===== config.mk =====
export PLATFORM = sky130hd
export DESIGN_NAME = mux_4to1_rr
export DESIGN_NICKNAME = d
export VERILOG_FILES = /design/src/rtl/rr_arb_4.sv /design/src/rtl/mux_4to1_rr.sv
export SDC_FILE = /design/constraint.sdc
export NUM_CORES = 1
export LEC_CHECK = 0
export CAP_MARGIN = 20
export CORE_UTILIZATION = 33
export DETAILED_ROUTE_END_ITERATION = 12
export PLACE_DENSITY = 0.77
export SLEW_MARGIN = 10
export SYNTH_ARGS = -nofsm -noshare
export SYNTH_HDL_FRONTEND = slang
export SYNTH_SLANG_ARGS = --single-unit
export TNS_END_PERCENT = 1

===== constraint.sdc =====
create_clock -name clk -period 2.5 [get_ports clk]
set_input_delay 0.625 -clock clk [delete_from_list [all_inputs] [get_ports clk]]
set_output_delay 0.625 -clock clk [all_outputs]
set_load 0.02 [all_outputs]

===== src/rtl/rr_arb_4.sv =====
// Combinational rotate-priority arbiter for four requesters.
// Search starts at ptr and wraps; the first requester found wins.
module rr_arb_4 (
    input  logic [3:0] req,
    input  logic [1:0] ptr,
    output logic [1:0] gnt_idx,
    output logic       gnt_any
);

    localparam int NCH = 4;

    logic [1:0] idx;

    // Walk from the farthest offset down so the nearest hit wins.
    always_comb begin
        gnt_idx = ptr;
        gnt_any = 1'b0;
        idx     = ptr;
        for (int k = NCH - 1; k >= 0; k--) begin
            idx = ptr + 2'(k);
            if (req[idx]) begin
                gnt_idx = idx;
                gnt_any = 1'b1;
            end
        end
    end

endmodule


===== src/rtl/mux_4to1_rr.sv =====
// Round-robin 4-to-1 merge with a single registered output stage.
// Each output beat is tagged with its source channel index on sel.
module mux_4to1_rr #(
    parameter int width = 16
) (
    input  logic             clk,
    input  logic             rst,
    input  logic [width-1:0] i0,
    input  logic [width-1:0] i1,
    input  logic [width-1:0] i2,
    input  logic [width-1:0] i3,
    input  logic [3:0]       v_i,
    output logic [3:0]       r_i,
    output logic [width-1:0] o,
    output logic [1:0]       sel,
    output logic             v_o,
    input  logic             r_o
);

    localparam int IW = 2;

    typedef enum logic {
        EMPTY = 1'b0,
        FULL  = 1'b1
    } state_t;

    state_t          state;
    state_t          state_nx;
    logic [IW-1:0]   ptr;
    logic [IW-1:0]   gnt_idx;
    logic            gnt_any;
    logic            ld;
    logic            grant;
    logic [width-1:0] din;

    rr_arb_4 u_arb (
        .req     (v_i),
        .ptr     (ptr),
        .gnt_idx (gnt_idx),
        .gnt_any (gnt_any)
    );

    assign v_o   = (state == FULL);
    assign ld    = !rst && (!v_o || r_o);
    assign grant = ld && gnt_any;

    assign din = (gnt_idx == 2'd0) ? i0 :
                 (gnt_idx == 2'd1) ? i1 :
                 (gnt_idx == 2'd2) ? i2 : i3;

    always_comb begin
        state_nx = state;
        r_i      = 4'b0000;
        if (grant) begin
            r_i = 4'b0001 << gnt_idx;
        end
        if (ld) begin
            state_nx = gnt_any ? FULL : EMPTY;
        end
    end

    always_ff @(posedge clk) begin
        if (rst) begin
            state <= EMPTY;
            o     <= '0;
            sel   <= '0;
            ptr   <= '0;
        end else begin
            state <= state_nx;
            if (grant) begin
                o   <= din;
                sel <= gnt_idx;
                ptr <= gnt_idx + 2'd1;
            end
        end
    end

endmodule


Word level (Yosys, flattened, before mapping)

Index checks and enable logic that the tools add are counted.

Input port bits: 71
Word-level logic and storage cells: 42
Bits in registers: 21
Output and inout port bits: 23

Shifts and indexed selects: 1
Reductions and logical operators: 6
Mux-type cells: 21
Eq/ne operators: 2
Add/sub/neg operators: 4
Magnitude comparators: 4

Operator list:

| kind                                                                 | count |
|---|---|
| 16-bit 2-to-1 mux                                                    | 3 |
| 2-bit by 3-bit < comparator with 1-bit output, second input constant | 4 |
| 1-bit 2-to-1 mux                                                     | 9 |
| 1-bit binary-select mux with 2-bit select                            | 4 |
| 2-bit 2-to-1 mux                                                     | 4 |
| 2-bit by 1-bit adder with 2-bit output, second input constant        | 2 |
| 2-bit adder, second input constant                                   | 2 |
| 4-bit 2-to-1 mux                                                     | 1 |
| 1-bit by 2-bit left shift with 4-bit output, first input constant    | 1 |
| 2-bit by 1-bit == test with 1-bit output, second input constant      | 1 |
| 2-bit == test, second input constant                                 | 1 |
| 1-bit logical AND                                                    | 2 |
| 1-bit logical NOT                                                    | 2 |
| 2-bit logical NOT                                                    | 1 |
| 1-bit logical OR                                                     | 1 |

Depth between registers and ports, before layout

Gate-level depths: netlist of run 1.

Word-level depth: 11
Mapped depth: 11
Depth with buffers taken out: 9

By module

From an unflattened synthesis of run 1, not the netlist that was laid out.

Cells, all modules: 165
Area total of the unflattened synthesis: 1412.6 µm²

Modules (own cells, without submodules):

| module      | area each (µm²) | cells each | times used | seq. area each (µm²) |
|---|---|---|---|---|
| mux_4to1_rr | 1312.5          | 149        | 1          | 420.4 |
| rr_arb_4    | 100.1           | 16         | 1          | 0.0 |

Least setup slack after synthesis of run 1

No wires, ideal clock.

Path type: input -> output
Start point: input v_i[3]
End point: output r_i[0]
Path buffers: 2
Slack: -0.257 ns
Cell stages on the path: 8
Data arrival time: 2.132 ns
Data required time: 1.875 ns
Cells stage by stage: or2_2 -> a21oi_1 -> a211oi_2 -> inv_1 -> ha_1 -> clkbuf_2 -> buf_2 -> and2_1

Word-level cells in the longest chain between the ends: 8
Elaborated cells on any way between the ends: 19
Those cells by class: shift: 1; mux: 17; reduce/logical: 1

Ends and longest elaborated chain:

| item                                          | line              | source |
|---|---|---|
| start: declaration                            | mux_4to1_rr.sv:12 | `input logic [3:0] v_i,` |
| 1-bit binary-select mux with 2-bit select     | rr_arb_4.sv:21    | `if (req[idx]) begin` |
| 1-bit 2-to-1 mux (implied by the code)        | rr_arb_4.sv:21    |  |
| 2-bit 2-to-1 mux (3 in series)                | rr_arb_4.sv:21    |  |
| 2-bit 2-to-1 mux *                            | rr_arb_4.sv:21    |  |
| net gnt_idx[0]                                | mux_4to1_rr.sv:30 | `logic [IW-1:0] gnt_idx;` |
| 1-bit by 2-bit left shift with 4-bit output * | mux_4to1_rr.sv:55 | `r_i = 4'b0001 << gnt_idx;` |
| 4-bit 2-to-1 mux *                            | mux_4to1_rr.sv:54 | `if (grant) begin` |
| end: declaration                              | mux_4to1_rr.sv:13 | `output logic [3:0] r_i,` |

The timed path passes the listed nets; every way through them passes the cells marked *. The select of a mux whose other input is x is not followed.

Final worst setup path of run 1

Start point: input v_i[0]
End point: output r_i[1]

The elaborated chain is that of the path after synthesis.

==> metrics.txt, run 1 <==
Final Hold Violating Endpoints 0; dpl hpwl 3170 um; most common cell after layout, fill and taps aside clkdlybuf4s50_1; Logic pwr share 0.520; post-synth cell types 29; clk root buf clkbuf_8; Avg Vias per Cell 4.83; Final Setup Violations 0; Initial DRC Count 57; routed length per placed instance 12.4 um; Sw Ratio 0.336; Area Growth Syn to Fin 83.1%; FP Rows 23; Crit Path Class primary input to primary output; area leader, netlist dfxtp_1; met2 usage 0.281; max_cap viols 0; I/O Buffers 93; CTS H-tree depth 1; final hold slack 0.470 ns; CTS tree built; DRC 0; fin crit share 1.00; # placed instances 316; slew margin rel. 0.678; share of cells above drive strength 1 0.256; Crit. End Element primary output; Data arrival, critical path 1.87 ns; most frequent cells in the layout clkdlybuf4s50_1 (85), mux2i_1 (33), buf_4 (23); sequential fraction of design power 0.317; Worst Tran Pin Value 0.481 ns; effective utilization at floorplan 0.354; Pwr Density 484 mW/mm2; # fillers 344; antenna cells 0; CP startpoint kind primary input; CTS Buf Count 3; Leak 1.07 nW; Post-Syn Area 0.00147 mm2; outcome complete, no violations; placer congestion estimate 0.800; first-pass GRT wire length 6200 um; clock tree buffer depth 2; Final nets 353; internal power 0.865 mW; Detail Route Antenna Nets 0; Hold Crit Class flip-flop to flip-flop; Die ar. 0.00472 mm2; met3 usage 0.0428; die height 68.7 um; Seq/Total Area, Yosys 0.286; routed wire length 4070 um; clk sinks 21; top post-synthesis cells by area dfxtp_1 (29%), mux2i_1 (22%), a21oi_2 (9.5%); unrepaired setup endpoints after global routing yes; Cell Count, Final, Fillers Out 327; gr busiest metal met2; Yosys top cell area share 0.286; GRT Total Usage 0.174; initial antenna violation count 0; vias after detailed routing 1578; Post-Syn Area per Cell 8.74 um2; largest net degree at the start of global routing 33; I/O Pins 94; post-synthesis register bit count 21; First-pass DRT Iterations 4; worst path required time 1.88 ns; Syn Inst Count 168; syn_nets 243; GRT overflow 0; Max VDD drop 217 uV; Fmax 400 MHz; yosys warns 0; clock slew at reported path FFs 0.07 ns; grt met1 use 0.231; Clk pwr share 0.163; core area 0.00414 mm2; worst skew pair latency 0.25 ns; Slew Viols, Final 0; Clock Skew 0.00413 ns; CP Max Fanout 4; vias in the first global route 1409; DIE WIDTH 68.7 um; NetSw 0.438 mW; Final Critical Period 2.50 ns
-- sequential cells by signal, summed over array words and instances (netlist names) --
| register | cells |
|---|---|
| ptr | 2 |
| o | 16 |
| sel | 2 |
| v_o | 1 |
-- kinds of logic (layout without fill, tap and decap cells) --
| group | after synthesis | after routing | synth area share |
|---|---|---|---|
| AO/OA/AOI/OAI | 60 | 60 | 0.263 |
| multiplexers | 33 | 33 | 0.225 |
| AND/OR/NAND/NOR | 32 | 32 | 0.120 |
| flip-flops | 21 | 21 | 0.286 |
| buffers and inverters | 18 | 127 | 0.0715 |
| adder cells (fa/ha/maj) | 4 | 4 | 0.0341 |
-- Yosys cell counts --
library cell / instances
clkinv_1: 1
a211oi_2: 1
buf_6: 3
clkbuf_2: 1
nor4_4: 1
a211o_1: 1
mux2i_1: 33
a21oi_2: 16
inv_1: 5
or2_2: 1
clkbuf_1: 3
buf_2: 2
buf_4: 3
or3_1: 1
a211oi_1: 2
nand2_1: 17
o32ai_1: 1
a21oi_1: 20
nand2b_1: 2
ha_1: 4
o22ai_1: 1
nor2_1: 4
o211ai_1: 1
a21o_1: 1
dfxtp_1: 21
nor3b_4: 1
and2_1: 4
nor3b_1: 1
o21ai_0: 16
-- critical path: stages --
cell and delay, ns:
buf_8 0.10, buf_6 0.12, inv_1 0.06, o22ai_2 0.07, a211oi_4 0.34, buf_4 0.18
ha_4 0.13, and2_4 0.13, buf_6 0.11
-- final cells by class --
type / instances / area, um2 / share of cell area
Timing Repair Buffer: 117 / 1120 / 0.415
Tap cell: 50 / 62.6 / 0.0233
Sequential cell: 21 / 422 / 0.157
Inverter: 6 / 22.5 / 0.00837
Multi-Input combinational cell: 129 / 1020 / 0.380
Clock buffer: 4 / 45.0 / 0.0167
-- timing repair --
item                                    in CTS  in global routing
endpoints found under the setup margin      20                  7
resized for setup                           51                 15
hold buffers                                 0                  0
endpoints found under the hold margin        0                  0
cloned                                       0                  0
pin swaps                                    8                  6
buffers inserted                             5                  2
-- final timing paths --
path / start / to / depth (start not counted) / slack (ns)
min: sel[1] / sel[1] / 2 / 0.47
max: v_i[0] / r_i[1] / 9 / 0.0002
min reg2reg: sel[1] / sel[1] / 2 / 0.47
max reg2reg: ptr[1] / o[15] / 10 / 0.23
-- metal layers --
layer | up-vias | routed length [um]
li1 | 812 | -
met1 | 709 | 1760
met2 | 57 | 2000
met3 | 0 | 314
met4 | 0 | 0
met5 | - | 0
-- stage by stage --
| stage | utilization | setup slack (ns) | instance area [um2] | total power [mW] | setup TNS, ns |
|---|---|---|---|---|---|
| floorplan | - | -0.0176 | 1490 | 0.782 | -0.0343 |
| global placement | 0.606 | -0.866 | 2510 | 1.04 | -10.50 |
| detailed placement | 0.606 | -0.877 | 2510 | 1.05 | -10.91 |
| CTS | 0.630 | -0.0360 | 2610 | 1.28 | -0.0686 |
| global route | 0.649 | -0.0603 | 2690 | 1.39 | -0.197 |
| finish | 0.649 | 0.000248 | 2690 | 1.30 | 0 |
-- power by group through the flow --
stage / combinational, mW / sequential (mW) / clock [mW]
floorplan: 0.307 / 0.475 / 0
global placement: 0.627 / 0.417 / 0
detailed placement: 0.633 / 0.420 / 0
CTS: 0.653 / 0.412 / 0.219
global route: 0.734 / 0.418 / 0.237
finish: 0.677 / 0.413 / 0.213
(Power assumes the default switching activity.)
==> run 2: changes to the inputs <==
--- a/config.mk
+++ b/config.mk
@@ -6,8 +6,11 @@
 export NUM_CORES = 1
 export LEC_CHECK = 0
 export CAP_MARGIN = 20
+export CORE_ASPECT_RATIO = 0.75
 export CORE_UTILIZATION = 33
 export DETAILED_ROUTE_END_ITERATION = 12
+export HOLD_SLACK_MARGIN = 0.06
+export MAX_ROUTING_LAYER = met4
 export PLACE_DENSITY = 0.77
 export SLEW_MARGIN = 10
 export SYNTH_ARGS = -nofsm -noshare
==> run 2 against run 1 <==
  * Worst hold slack hardly changed
  * Non-clock buffer count up 2
  * Sequential cell count unchanged
  * First-iteration DRC count up 49%
  * Sequential share of layout area fell by 0.12 points
  * Cell count up 2.1%
  * Cell area is 0.79% higher
  * Clock power barely moved
  * Count of clock-buffer cells in the layout shrank 1
  * Critical path type unchanged
  * Highest routed layer is now met4
==> metrics.txt, run 2 (synthesized netlist as in run 1, its figures left out) <==
outcome complete, no violations; Hold Crit Class flip-flop to flip-flop; max layer used met4; Detail Route Antenna Nets 0; routed length per placed instance 13.1 um; CTS H-tree depth 1; worst skew pair latency 0.25 ns; initial antenna violation count 0; CTS tree built; largest net degree at the start of global routing 33; Pwr Density 484 mW/mm2; DIE WIDTH 79.0 um; Crit. End Element primary output; Sw Ratio 0.341; FP Rows 20; DRC 0; vias in the first global route 1436; Cell Count, Final, Fillers Out 334; Area Growth Syn to Fin 84.6%; Initial DRC Count 85; die height 59.8 um; I/O Buffers 93; Fmax 401 MHz; Pwr Total 1.31 mW; biggest regs o (16), ptr (2), sel (2); First-pass DRT Iterations 4; Crit Path Class primary input to primary output; Slew Viols, Final 0; effective utilization at floorplan 0.354; count of hold-fix buffers inserted at cts 0; NetSw 0.448 mW; Die ar. 0.00473 mm2; worst path required time 1.88 ns; Data arrival, critical path 1.87 ns; slew margin rel. 0.655; core area 0.00415 mm2; Clk pwr share 0.165; WL met1 2010 um; Final Critical Period 2.50 ns; fin crit share 0.998; internal power 0.865 mW; # placed instances 322; GRT overflow 0; clock tree buffer depth 2; Util after Layout 0.653; CTS Buf Count 3; final instance area 0.00271 mm2; met3 WL 267 um; antenna cells 0; share of cells above drive strength 1 0.269; sequential fraction of design power 0.314; WL met2 2080 um; routed wire length 4380 um; # fillers 391; first-pass GRT wire length 6820 um; placer congestion estimate 0.784; most frequent cells in the layout clkdlybuf4s50_1 (85), mux2i_1 (33), buf_4 (25); unrepaired setup endpoints after global routing yes; clk root buf clkbuf_8; max_cap viols 0; Avg Vias per Cell 4.66; vias after detailed routing 1558; Biggest register o; Logic pwr share 0.521; CP startpoint kind primary input; GRT Total Usage 0.194; Max VDD drop 324 uV; Leak 1.08 nW; final hold slack 0.470 ns; CP Max Fanout 7; Final Hold Violating Endpoints 0; Placed Instance Area 0.00253 mm2; Clock Skew 0.00231 ns; Worst Tran Pin Value 0.514 ns; clock slew at reported path FFs 0.07 ns; clk sinks 21; dpl hpwl 3280 um; most common cell after layout, fill and taps aside clkdlybuf4s50_1; I/O Pins 94; Final nets 355; max FFs per register 16; Final Setup Violations 0
[run 2: cell count changes in the layout (fill, tap and decap cells not counted), sizes merged]
cell and delta:
clkinv +1, buf +1
[run 2: metrics by stage]
stage | setup slack [ns] | setup TNS, ns
2_1_floorplan | -0.0176 | -0.0343
3_3_place_gp | -0.842 | -10.21
3_5_place_dp | -0.866 | -10.98
4_1_cts | 0.00260 | 0
5_1_grt | -0.0595 | -0.194
6_report | 0.00471 | 0
[run 2: layout make-up]
| cell class | instances | area, um2 | share of cell area |
|---|---|---|---|
| timing repair buffer | 119 | 1130 | 0.419 |
| clock inverter | 1 | 5.00 | 0.00185 |
| inverter | 6 | 22.5 | 0.00831 |
| multi-input combinational | 129 | 1020 | 0.375 |
| sequential | 21 | 422 | 0.156 |
| tap | 55 | 68.8 | 0.0254 |
| clock buffer | 3 | 41.3 | 0.0152 |
[run 2: worst max-delay path, cell delays in order]
cell	delay, ns
clkdlybuf4s50_1	0.45
nand2b_1	0.13
nor3b_4	0.35
and2_4	0.21
buf_6	0.11
[run 2: path summary, 6_finish.rpt]
path          start  endpoint  slack, ns  depth (start not counted)
min          sel[1]    sel[1]       0.47                          2
max reg2reg  ptr[1]     o[12]       0.19                         10
max             r_o    r_i[1]      0.005                          5
min reg2reg  sel[1]    sel[1]       0.47                          2
[run 2: layer usage]
metal | global-route usage | vias to the layer above
met2 | 0.323 | 60
li1 | - | 818
met3 | 0.0397 | 2
met5 | - | -
met4 | 0.0312 | 0
met1 | 0.249 | 678
[run 2: power groups by stage]
stage                     Sequential (mW)  Clock [mW]  Combinational, mW
after CTS                           0.412       0.227              0.668
final                               0.413       0.216              0.684
after floorplan                     0.475           0              0.307
after global routing                0.419       0.241              0.740
after global placement              0.417           0              0.633
after detailed placement            0.419           0              0.639
[run 2: timing repair]
item | in CTS | in global routing
pin swaps | 3 | 6
resized for setup | 51 | 13
buffers inserted | 5 | 3
endpoints found under the setup margin | 20 | 7
==> run 3: changes to the inputs <==
--- a/config.mk
+++ b/config.mk
@@ -5,13 +5,13 @@
 export SDC_FILE = /design/constraint.sdc
 export NUM_CORES = 1
 export LEC_CHECK = 0
+export ABC_AREA = 0
 export CAP_MARGIN = 20
-export CORE_ASPECT_RATIO = 0.75
 export CORE_UTILIZATION = 33
 export DETAILED_ROUTE_END_ITERATION = 12
 export HOLD_SLACK_MARGIN = 0.06
 export MAX_ROUTING_LAYER = met4
-export PLACE_DENSITY = 0.77
+export PLACE_DENSITY = 0.75
 export SLEW_MARGIN = 10
 export SYNTH_ARGS = -nofsm -noshare
 export SYNTH_HDL_FRONTEND = slang
==> run 3 against run 2 <==
  * Sequential power about the same
  * Die area hardly changed
  * Fmax increased by 0.18%
  * Worst hold slack lost 0.011 ns
  * Cell count shrank 2.4%
  * Critical endpoint is now r_i[0]
  * Combinational power decreased by 1%
  * Sequential share of layout area grew 0.21 points
  * First-iteration DRC count increased by 27%
  * Critical path depth is 5 higher
==> metrics.txt, run 3 (synthesized netlist as in run 1, its figures left out) <==
clock slew at reported path FFs 0.07 ns; Initial DRC Count 108; core area 0.00414 mm2; register area 420 um2; Die ar. 0.00472 mm2; effective utilization at floorplan 0.354; CTS H-tree depth 1; slew margin rel. 0.661; GRT overflow 0; Worst Tran Pin Value 0.506 ns; Pwr Density 492 mW/mm2; crit path launch v_i[0]; count of hold-fix buffers inserted at cts 0; # placed instances 314; max_cap viols 0; Final Critical Period 2.49 ns; biggest regs o (16), ptr (2), sel (2); DIE WIDTH 68.7 um; # fillers 380; CTS tree built; first-pass GRT wire length 6600 um; vias in the first global route 1439; Final WS setup 0.00911 ns; FP Rows 23; largest net degree at the start of global routing 33; max FFs per register 16; fin crit share 0.996; Final Setup Violations 0; most frequent cells in the layout clkdlybuf4s50_1 (84), mux2i_1 (33), buf_4 (23); Detail Route Antenna Nets 0; share of cells above drive strength 1 0.250; routed wire length 4320 um; clk sinks 21; Crit. End Element primary output; pre-CTS setup slack -0.924 ns; GRT Total Usage 0.194; worst skew pair latency 0.27 ns; outcome complete, no violations; Clock Skew 0.00727 ns; Biggest register o; worst path required time 1.88 ns; clock tree buffer depth 2; unrepaired setup endpoints after global routing yes; CTS Buf Count 3; placer congestion estimate 0.784; First-pass DRT Iterations 4; DRC 0; beginning of the worst hold path sel[1]; dpl hpwl 3380 um; CP startpoint kind primary input; antenna cells 0; routed length per placed instance 13.2 um; Max VDD drop 221 uV; Cell Count, Final, Fillers Out 326; area of the multi-input gates 0.00101 mm2; CP Max Fanout 5; Hold Crit Class flip-flop to flip-flop; I/O Pins 94; Final Hold Violating Endpoints 0; Fmax 401 MHz; Slew Viols, Final 0; most common cell after layout, fill and taps aside clkdlybuf4s50_1; Crit Path Class primary input to primary output; r2r startpoint ptr[1]; Area Growth Syn to Fin 81.6%; I/O Buffers 93; clk root buf clkbuf_8; Final nets 352; Avg Vias per Cell 4.73; die height 68.7 um; Leak 1.07 nW; Data arrival, critical path 1.87 ns; initial antenna violation count 0; vias after detailed routing 1542
==> run 3: path summary, 6_finish.rpt <==
check	endpoint	slack, ns	cells after the start
min reg2reg	sel[1]	0.46	2
max	r_i[0]	0.009	10
max reg2reg	o[2]	0.22	11
min	sel[1]	0.46	2
==> run 3: stage by stage <==
stage	cell area [um2]	setup TNS (ns)	total power, mW	hold slack (ns)	utilization
floorplan	1490	-0.0343	0.782	0.498	-
global placement	2500	-10.55	1.05	0.449	0.603
finish	2670	0	1.31	0.459	0.644
global route	2670	-0.105	1.40	0.509	0.644
CTS	2640	0	1.31	0.463	0.636
detailed placement	2500	-12.20	1.06	0.449	0.603
==> run 3: area by class of cell <==
| cell class | instances | area share |
|---|---|---|
| clock inverter | 1 | 0.00188 |
| sequential | 21 | 0.158 |
| clock buffer | 3 | 0.0155 |
| tap | 50 | 0.0235 |
| multi-input combinational | 129 | 0.379 |
| inverter | 6 | 0.00938 |
| timing repair buffer | 116 | 0.414 |
==> run 3: power breakdown <==
part           total, mW  switching, mW  internal, mW
Combinational      0.677          0.315         0.361
Sequential         0.410         0.0256         0.385
Clock              0.226          0.115         0.111
Total               1.31          0.456         0.857
==> run 3: critical path, cell delays in order <==
cell and delay, ns:
buf_6 0.10, buf_6 0.12, nor2_4 0.08, o32ai_2 0.08, a211oi_2 0.24, buf_4 0.17
inv_4 0.04, ha_4 0.15, and2_4 0.13, buf_6 0.13
==> run 3: routing by layer <==
metal / up-vias / wire length [um] / track usage
met2: 46 / 2160 / 0.322
li1: 811 / - / -
met1: 678 / 1950 / 0.246
met4: 0 / 86 / 0.0638
met3: 7 / 126 / 0.0197
met5: - / 0 / -
==> run 3: repair_timing <==
| action | 4_1_cts | 5_1_grt |
|---|---|---|
| setup endpoints to repair | 20 | 4 |
| setup buffers | 8 | 0 |
| resized for setup | 54 | 8 |
| pin swaps | 6 | 2 |
